[src/rtl/dtree_pkg.sv]
// Shared constants and state encoding for the decision-tree feature loader.
// Feature indices are tied to the trained tree model.
package dtree_pkg;

  localparam int W            = 8;
  localparam int CLASS_W      = 5;
  localparam int NUM_FEATURES = 279;
  localparam int CNT_W        = $clog2(NUM_FEATURES);

  localparam int IDX0 = 13;
  localparam int IDX1 = 27;
  localparam int IDX2 = 235;
  localparam int IDX3 = 264;
  localparam int IDX4 = 278;

  localparam logic [CNT_W-1:0] LAST_IDX = CNT_W'(NUM_FEATURES - 1);

  typedef enum logic [1:0] {
    COLLECT = 2'd0,
    HOLD    = 2'd1,
    DRAIN   = 2'd2
  } state_t;

endpackage

[src/rtl/dtree_feature_loader_if.sv]
// Bundles the loader's stream input, feature-vector output and class result signals.
// Handshakes: a transfer happens on a rising clk edge where valid && ready; valid never waits on ready.
interface dtree_feature_loader_if;
  import dtree_pkg::*;

  logic               s_valid;
  logic               s_ready;
  logic [W-1:0]       s_data;
  logic               s_last;
  logic               m_valid;
  logic               m_ready;
  logic [W-1:0]       feat0;
  logic [W-1:0]       feat1;
  logic [W-1:0]       feat2;
  logic [W-1:0]       feat3;
  logic [W-1:0]       feat4;
  logic [CLASS_W-1:0] class_in;
  logic [CLASS_W-1:0] class_out;
  logic               class_valid;
  logic               frame_err;

  // Loader side.
  modport slave (
    input  s_valid, s_data, s_last, m_ready, class_in,
    output s_ready, m_valid, feat0, feat1, feat2, feat3, feat4,
           class_out, class_valid, frame_err
  );

  // Environment side: feeds beats and consumes the vector.
  modport master (
    output s_valid, s_data, s_last, m_ready, class_in,
    input  s_ready, m_valid, feat0, feat1, feat2, feat3, feat4,
           class_out, class_valid, frame_err
  );

endinterface

[src/rtl/dtree_feature_loader.sv]
// Collects one frame of raw features, captures the five the tree uses and holds them
// stable under m_valid/m_ready; registers the tree's class and flags malformed frames.
module dtree_feature_loader
  import dtree_pkg::*;
(
  input  logic                   clk,
  input  logic                   rst_n,
  dtree_feature_loader_if.slave  bus,
  output state_t                 dbg_state
);

  state_t             state, state_nxt;
  logic [CNT_W-1:0]   cnt, cnt_nxt;
  logic               s_ready_c;
  logic               m_valid_c;
  logic               capture_en;
  logic               err_set;
  logic               cls_load;

  always_ff @(posedge clk or negedge rst_n) begin
    if (!rst_n) begin
      state <= COLLECT;
      cnt   <= '0;
    end else begin
      state <= state_nxt;
      cnt   <= cnt_nxt;
    end
  end

  always_comb begin
    state_nxt  = state;
    cnt_nxt    = cnt;
    s_ready_c  = 1'b0;
    m_valid_c  = 1'b0;
    capture_en = 1'b0;
    err_set    = 1'b0;
    cls_load   = 1'b0;
    case (state)
      COLLECT: begin
        s_ready_c = 1'b1;
        if (bus.s_valid) begin
          capture_en = 1'b1;
          if (cnt == LAST_IDX) begin
            if (bus.s_last) begin
              cnt_nxt   = '0;
              state_nxt = HOLD;
            end else begin
              // Overlong frame: the rest of it is swallowed in DRAIN.
              err_set   = 1'b1;
              state_nxt = DRAIN;
            end
          end else if (bus.s_last) begin
            err_set = 1'b1;
            cnt_nxt = '0;
          end else begin
            cnt_nxt = cnt + 1'b1;
          end
        end
      end
      HOLD: begin
        m_valid_c = 1'b1;
        if (bus.m_ready) begin
          cls_load  = 1'b1;
          state_nxt = COLLECT;
        end
      end
      DRAIN: begin
        s_ready_c = 1'b1;
        if (bus.s_valid && bus.s_last) begin
          cnt_nxt   = '0;
          state_nxt = COLLECT;
        end
      end
      default: begin
        cnt_nxt   = '0;
        state_nxt = COLLECT;
      end
    endcase
  end

  // Each index compare is independent so several captures could share one beat.
  always_ff @(posedge clk or negedge rst_n) begin
    if (!rst_n) begin
      bus.feat0 <= '0;
      bus.feat1 <= '0;
      bus.feat2 <= '0;
      bus.feat3 <= '0;
      bus.feat4 <= '0;
    end else if (capture_en) begin
      if (cnt == CNT_W'(IDX0)) bus.feat0 <= bus.s_data;
      if (cnt == CNT_W'(IDX1)) bus.feat1 <= bus.s_data;
      if (cnt == CNT_W'(IDX2)) bus.feat2 <= bus.s_data;
      if (cnt == CNT_W'(IDX3)) bus.feat3 <= bus.s_data;
      if (cnt == CNT_W'(IDX4)) bus.feat4 <= bus.s_data;
    end
  end

  always_ff @(posedge clk or negedge rst_n) begin
    if (!rst_n) begin
      bus.class_out   <= '0;
      bus.class_valid <= 1'b0;
      bus.frame_err   <= 1'b0;
    end else begin
      bus.class_valid <= cls_load;
      bus.frame_err   <= err_set;
      if (cls_load) bus.class_out <= bus.class_in;
    end
  end

  assign bus.s_ready = s_ready_c;
  assign bus.m_valid = m_valid_c;
  assign dbg_state   = state;

endmodule

[src/flat_wrapper.sv]
// flat-port wrapper written by rule: the top's interface ports become plain ports
module dtree_feature_loader_flat import dtree_pkg::*;
  (clk, rst_n, dbg_state, bus_s_valid, bus_s_data, bus_s_last, bus_m_ready, bus_class_in, bus_s_ready, bus_m_valid, bus_feat0, bus_feat1, bus_feat2, bus_feat3, bus_feat4, bus_class_out, bus_class_valid, bus_frame_err);
  dtree_feature_loader_if bus_i ();
  input  logic clk;
  input  logic rst_n;
  output state_t dbg_state;
  input wire logic [$bits(bus_i.s_valid)-1:0] bus_s_valid;
  input wire logic [$bits(bus_i.s_data)-1:0] bus_s_data;
  input wire logic [$bits(bus_i.s_last)-1:0] bus_s_last;
  input wire logic [$bits(bus_i.m_ready)-1:0] bus_m_ready;
  input wire logic [$bits(bus_i.class_in)-1:0] bus_class_in;
  output wire logic [$bits(bus_i.s_ready)-1:0] bus_s_ready;
  output wire logic [$bits(bus_i.m_valid)-1:0] bus_m_valid;
  output wire logic [$bits(bus_i.feat0)-1:0] bus_feat0;
  output wire logic [$bits(bus_i.feat1)-1:0] bus_feat1;
  output wire logic [$bits(bus_i.feat2)-1:0] bus_feat2;
  output wire logic [$bits(bus_i.feat3)-1:0] bus_feat3;
  output wire logic [$bits(bus_i.feat4)-1:0] bus_feat4;
  output wire logic [$bits(bus_i.class_out)-1:0] bus_class_out;
  output wire logic [$bits(bus_i.class_valid)-1:0] bus_class_valid;
  output wire logic [$bits(bus_i.frame_err)-1:0] bus_frame_err;
  assign bus_i.s_valid = bus_s_valid;
  assign bus_i.s_data = bus_s_data;
  assign bus_i.s_last = bus_s_last;
  assign bus_i.m_ready = bus_m_ready;
  assign bus_i.class_in = bus_class_in;
  assign bus_s_ready = bus_i.s_ready;
  assign bus_m_valid = bus_i.m_valid;
  assign bus_feat0 = bus_i.feat0;
  assign bus_feat1 = bus_i.feat1;
  assign bus_feat2 = bus_i.feat2;
  assign bus_feat3 = bus_i.feat3;
  assign bus_feat4 = bus_i.feat4;
  assign bus_class_out = bus_i.class_out;
  assign bus_class_valid = bus_i.class_valid;
  assign bus_frame_err = bus_i.frame_err;
  dtree_feature_loader u_core (.clk(clk), .rst_n(rst_n), .bus(bus_i), .dbg_state(dbg_state));
endmodule
[config.mk]
export PLATFORM = sky130hd
export DESIGN_NAME = dtree_feature_loader_flat
export DESIGN_NICKNAME = d
export VERILOG_FILES = /design/src/rtl/dtree_pkg.sv /design/src/rtl/dtree_feature_loader_if.sv /design/src/rtl/dtree_feature_loader.sv /design/src/flat_wrapper.sv
export SDC_FILE = /design/constraint.sdc
export NUM_CORES = 1
export LEC_CHECK = 0
export ABC_AREA = 0
export ABC_CLOCK_PERIOD_IN_PS = 3200
export BUFFER_PORTS_ARGS = -buffer_cell sky130_fd_sc_hd__buf_2
export CAP_MARGIN = 10
export CORE_ASPECT_RATIO = 1.25
export CORE_MARGIN = 10
export CORE_UTILIZATION = 56
export DETAILED_ROUTE_END_ITERATION = 8
export PLACE_DENSITY_LB_ADDON = 0.25
export SLEW_MARGIN = 0
export SYNTH_ARGS = -nofsm -noshare
export SYNTH_HDL_FRONTEND = slang
export SYNTH_SLANG_ARGS = --single-unit
[constraint.sdc]
create_clock -name clk -period 3.2 [get_ports clk]
set_input_delay 0.64 -clock clk [delete_from_list [all_inputs] [get_ports clk]]
set_output_delay 0.64 -clock clk [all_outputs]
set_load 0.03 [all_outputs]
* Word level (Yosys, flattened, before mapping) *
Cells that the tools add are included.

word-level totals
  register bits after elaboration = 58
  bits of input ports = 18

operators by class
  $add $sub $neg = 1
  eq/ne operators = 12
  muxes and demuxes = 23
  bitwise logic cells = 1
  reduce and logical (&&, ||, !) cells = 10

operator list
  cell                                                              number
  9-bit two-way mux                                                 5
  9-bit one-hot mux with 3 select lines                             1
  9-bit == test (second input constant)                             2
  1-bit two-way mux                                                 11
  2-bit two-way mux                                                 5
  2-bit AND reduction                                               5
  9-bit by 1-bit adder with 9-bit output (second input constant)    1
  9-bit by 4-bit == test with 1-bit output (second input constant)  1
  9-bit by 5-bit == test with 1-bit output (second input constant)  1
  9-bit by 8-bit == test with 1-bit output (second input constant)  1
  4-bit AND reduction                                               2
  2-bit one-hot mux with 3 select lines                             1
  2-bit by 1-bit != test with 1-bit output (second input constant)  2
  2-bit != test (second input constant)                             2
  3-bit != test (second input constant)                             1
  2-bit by 1-bit == test with 1-bit output (second input constant)  1
  2-bit == test (second input constant)                             1
  2-bit zero test                                                   1
  2-bit OR reduction                                                1
  1-bit logical AND                                                 1
  1-bit NOT                                                         1

* Longest topological paths before layout *
  depth after elaboration = 5
  depth in mapped cells = 11
  gate-level depth less buffers = 10

* Least setup slack after synthesis *
OpenSTA, ideal clock, no wires.

  kind = register to register
  from = register u_core.cnt[0]
  to = register u_core.cnt[7]
  data arrival time = 2.127 ns
  path slack = 0.995 ns
  stages on the path, launching flop included = 11
  path buffers = 0
  cell sequence = dfrtp_1 inv_1 ha_1 and4b_1 nand3_1 inv_1 ha_1 nor3_1 o21ai_1 or4_1 a21oi_1

on the way
  longest elaborated chain between the ends = 5
  elaborated cells between the ends (all ways) = 8

RTL lines
  what                                    RTL line                    source
  start, declared                         dtree_feature_loader.sv:13  logic [CNT_W-1:0] cnt, cnt_nxt;
  start signal, assigned                  dtree_feature_loader.sv:26  cnt <= cnt_nxt;
  9-bit by 1-bit adder with 9-bit output  dtree_feature_loader.sv:56  cnt_nxt = cnt + 1'b1;
  9-bit two-way mux                       dtree_feature_loader.sv:52  end else if (bus.s_last) begin
  9-bit two-way mux                       dtree_feature_loader.sv:43  if (cnt == LAST_IDX) begin
  9-bit two-way mux                       dtree_feature_loader.sv:41  if (bus.s_valid) begin
  9-bit one-hot mux with 3 select lines   dtree_feature_loader.sv:38  case (state)

Several ways; a longest one is shown, not always the timed one. The select of a mux whose other input is x is not followed.
A chain may end at the register's enable or synchronous reset.

* Worst setup path in the final report *
  from = register u_core.cnt[5]
  to = register u_core.cnt[5]

Same word-level chain as after synthesis.

==> out/metrics.csv <==
stage,metric,value,unit
run_status,status,finished clean,
critical_path,crit_chain,nor3_2 -> nand3_1 -> inv_1 -> ha_1 -> nor3_1 -> o21ai_1 -> nor2_1 -> a21oi_1,
timing,rsz0062_at_grt,no,
timing,fin_ws,0.534,ns
floorplanning,fp-row-count,27,
critical_path,crit_buf_inv,1,
routing,remaining_drc_errors,0,
yosys,synth_fa_ha_area_frac,0.0250,
clock_network,cts_max_level,3,
critical_path,cp_max_fo,17,
floorplanning,chipWidth,79.9,microns
cells_and_area,syn_to_final_growth,24.1,%
cells_and_area,multiInputGateArea,0.00102,sq mm
global_route,grt_pass1_vias,1754,
routing,top_layer,met4,
clock_network,cts_sinks,58,
yosys,synthCells,181,
yosys,synthDominantCellAreaShare,0.579,
power,seqPwrFrac,0.502,
yosys,synth_ff_type,dfrtp_1,
yosys,async_reset_ff_frac,1.00,
clock_network,cts-root-buf,clkbuf_8,
routing,wirelength,5330,microns
power,switchingPower,355,uW
routing,wl_met3,539,microns
timing,setup_viol,0,
clock_network,cts-buffers-inserted,9,
flow_run,drv_cap,0,
floorplanning,initial_core_util,0.575,
clock_network,cts_setup_buffers,0,
power,intPower,1160,uW
yosys,synth-edff-count,0,
yosys,yosysUniqueCellTypes,41,
critical_path,critPathMaxStageDelay,0.74,ns
yosys,ys_ff_latch,58,
timing,fin_worst_skew,0.0138,ns
clock_network,postCtsHoldBufs,0,
yosys,synth_xor_area_frac,0.00349,
timing,period_minus_slack,2.67,ns
cells_and_area,final_nets,283,
floorplanning,io_pins,69,
power,share_comb_of_total_power,0.066,
cells_and_area,final_cell_area,0.00311,sq mm
critical_path,reg2reg_depth,8,
critical_path,critPathArrivalTime,2.93,ns
place,dpl_cell_area,0.00293,sq mm
timing,tns,0,ns
global_route,grt_antenna_before_repair,0,
floorplanning,dieArea,0.00757,sq mm
yosys,synth_compound_area_frac,0.0524,
routing,drt_iter0_drc,79,
global_route,grt_max_degree,36,
routing,vias,1728,
yosys,syn_avg_cell_area,13.9,sq um
critical_path,r2r-end,u_core.cnt[5]$_DFFE_PN0P_,
critical_path,path_class,flop to flop,
routing,postRouteAntennaNets,0,
global_route,grt_pass1_wl,8520,microns
clock_network,cts_resized,0,
cells_and_area,fillers,305,
global_route,overflow,0,
yosys,synth_top_family_by_area,multiplexers,
yosys,netlist_area,0.00251,sq mm
timing,period_share,0.833,
floorplanning,coreArea,0.00436,sq mm
critical_path,r2r-start,u_core.cnt[5]$_DFFE_PN0P_,
cells_and_area,drive_gt1_frac,0.530,
yosys,syn_nets,204,
power,switching_share,0.235,
critical_path,critPathSlowestCell,o21ai_1,
yosys,ys_seq_area_frac,0.579,
yosys,synthMuxAreaShare,0.207,
worst_hold_path,hold_path.class,input port to asynchronous set/reset pin,
critical_path,crit_required,3.46,ns
place,gp_congestion,0.836,
timing,slew_headroom,0.385,
clock_network,cts_buffer_depth,2,
yosys,yosysWarnings,0,
routing,drt_pass1_iterations,4,
cells_and_area,antenna_cells,0,
timing,max_freq,0.375,GHz
yosys,yosysTopAreaCell,dfrtp_1,
critical_path,cp_top_family,compound AO/OA/AOI/OAI gates,
yosys,synthSimpleGateAreaFrac,0.120,
power,power_frac_clock,0.432,
cells_and_area,postLayoutCoreUtil,0.714,
timing,drv_slew,0,
routing,viasPerCell,5.37,
clock_network,clkTransAtPathRegs,0.07,ns
cells_and_area,final_cell_mix,"buf_2 (68), dfrtp_1 (58), mux2_2 (41)",
power,ir_drop,0.497,mV
critical_path,startpoint_type,flop,
power,powerDensity,486,mW/mm^2
cells_and_area,final_common_cell,buf_2,
yosys,ys_top_cells_by_area,"dfrtp_1 (58%), mux2_2 (18%), ha_1 (2.5%)",
cells_and_area,regArea,0.00145,sq mm
timing,hold_violations,0,
critical_path,end_kind,flop,
place,dp_hpwl,3980,microns
place,place_ws,0.544,ns
routing,post_drt_wl_per_cell,16.5,microns
floorplanning,die_h,94.8,microns
timing,worst_slew_pin_slew,0.916,ns
routing,wirelength_met1,2110,microns
critical_path,reg2reg_slack,0.53,ns
place,port_buffers,68,
clock_network,insertion_delay,0.34,ns
power,p_leak,0.00173,uW
clock_network,cts_tree,yes,
routing,wl_met2,2600,microns
global_route,grt.total_usage,0.148,
-- cells in the mapped netlist (2+ instances only) --
master / n
nand2b_1: 2
or2_2: 2
ha_1: 5
nor2_1: 5
mux2_2: 41
nor3_1: 2
or3_1: 4
nand2_1: 6
o21a_1: 2
nand4_1: 3
mux2_4: 3
a21oi_1: 7
dfrtp_1: 58
inv_1: 7
o21ai_0: 6
nand3_1: 3
-- how the worst max path moves through the flow --
stage | from | cells past startpoint | slack, ns | to
2_1_floorplan | u_core.cnt[0]$_DFFE_PN0P_ | 10 | 1.0 | u_core.cnt[7]$_DFFE_PN0P_
3_3_place_gp | u_core.cnt[0]$_DFFE_PN0P_ | 10 | 0.67 | u_core.cnt[7]$_DFFE_PN0P_
3_5_place_dp | u_core.cnt[0]$_DFFE_PN0P_ | 10 | 0.54 | u_core.cnt[5]$_DFFE_PN0P_
4_1_cts | u_core.cnt[5]$_DFFE_PN0P_ | 8 | 0.55 | u_core.cnt[5]$_DFFE_PN0P_
5_1_grt | u_core.cnt[5]$_DFFE_PN0P_ | 8 | 0.17 | u_core.cnt[8]$_DFFE_PN0P_
6_report | u_core.cnt[5]$_DFFE_PN0P_ | 8 | 0.53 | u_core.cnt[5]$_DFFE_PN0P_
-- layout make-up --
| type | count | area share |
|---|---|---|
| Clock buffer | 12 | 0.0466 |
| Multi-Input combinational cell | 114 | 0.328 |
| Sequential cell | 58 | 0.466 |
| Inverter | 7 | 0.00844 |
| Clock inverter | 3 | 0.0129 |
| Timing Repair Buffer | 70 | 0.114 |
| Tap cell | 58 | 0.0233 |
-- worst register-to-register path, delay by kind of cell (launching register included) --
family | cells | cell delay (ns)
buffers and inverters | 1 | 0.15
and+or+nand+nor | 4 | 0.91
adders and majority gates | 1 | 0.16
DFF | 1 | 0.44
AOI/OAI and AO/OA | 2 | 0.94
-- flip-flops by register name, summed over array words and instances, names as in the netlist --
signal / flops
u_core.cnt: 9
u_core.bus.feat0: 8
u_core.bus.feat1: 8
u_core.bus.feat2: 8
u_core.bus.feat3: 8
u_core.bus.feat4: 8
u_core.bus.class_out: 5
u_core.dbg_state: 2
u_core.bus.class_valid: 1
u_core.bus.frame_err: 1
-- power by group through the flow --
| stage | Sequential (uW) | Combinational [uW] | Clock [uW] |
|---|---|---|---|
| 2_1_floorplan | 789 | 34.5 | 0 |
| 3_3_place_gp | 772 | 101 | 0 |
| 3_5_place_dp | 773 | 102 | 0 |
| 4_1_cts | 759 | 102 | 667 |
| 5_1_grt | 760 | 112 | 704 |
| 6_report | 759 | 99.7 | 652 |
-- metal layers --
layer  track usage  vias to the layer above
li1              -                      820
met1         0.157                      846
met2         0.233                       56
met4        0.0618                        0
met3        0.0903                        6
met5             0                        -
-- per-stage QoR --
stage	cells	power, uW	hold slack [ns]
after floorplan	181	824	0.344
after global placement	307	873	0.482
after detailed placement	307	875	0.487
after CTS	322	1530	0.369
after global routing	322	1580	0.398
final	322	1510	0.361
-- kinds of logic after synthesis --
logic type | after synthesis
DFF | 58
muxes | 45
and+or+nand+nor | 41
AOI/OAI and AO/OA | 22
buffers and inverters | 9
adders and majority gates | 5
xor gates and xnor gates | 1
Power figures use the tool's default switching activity.
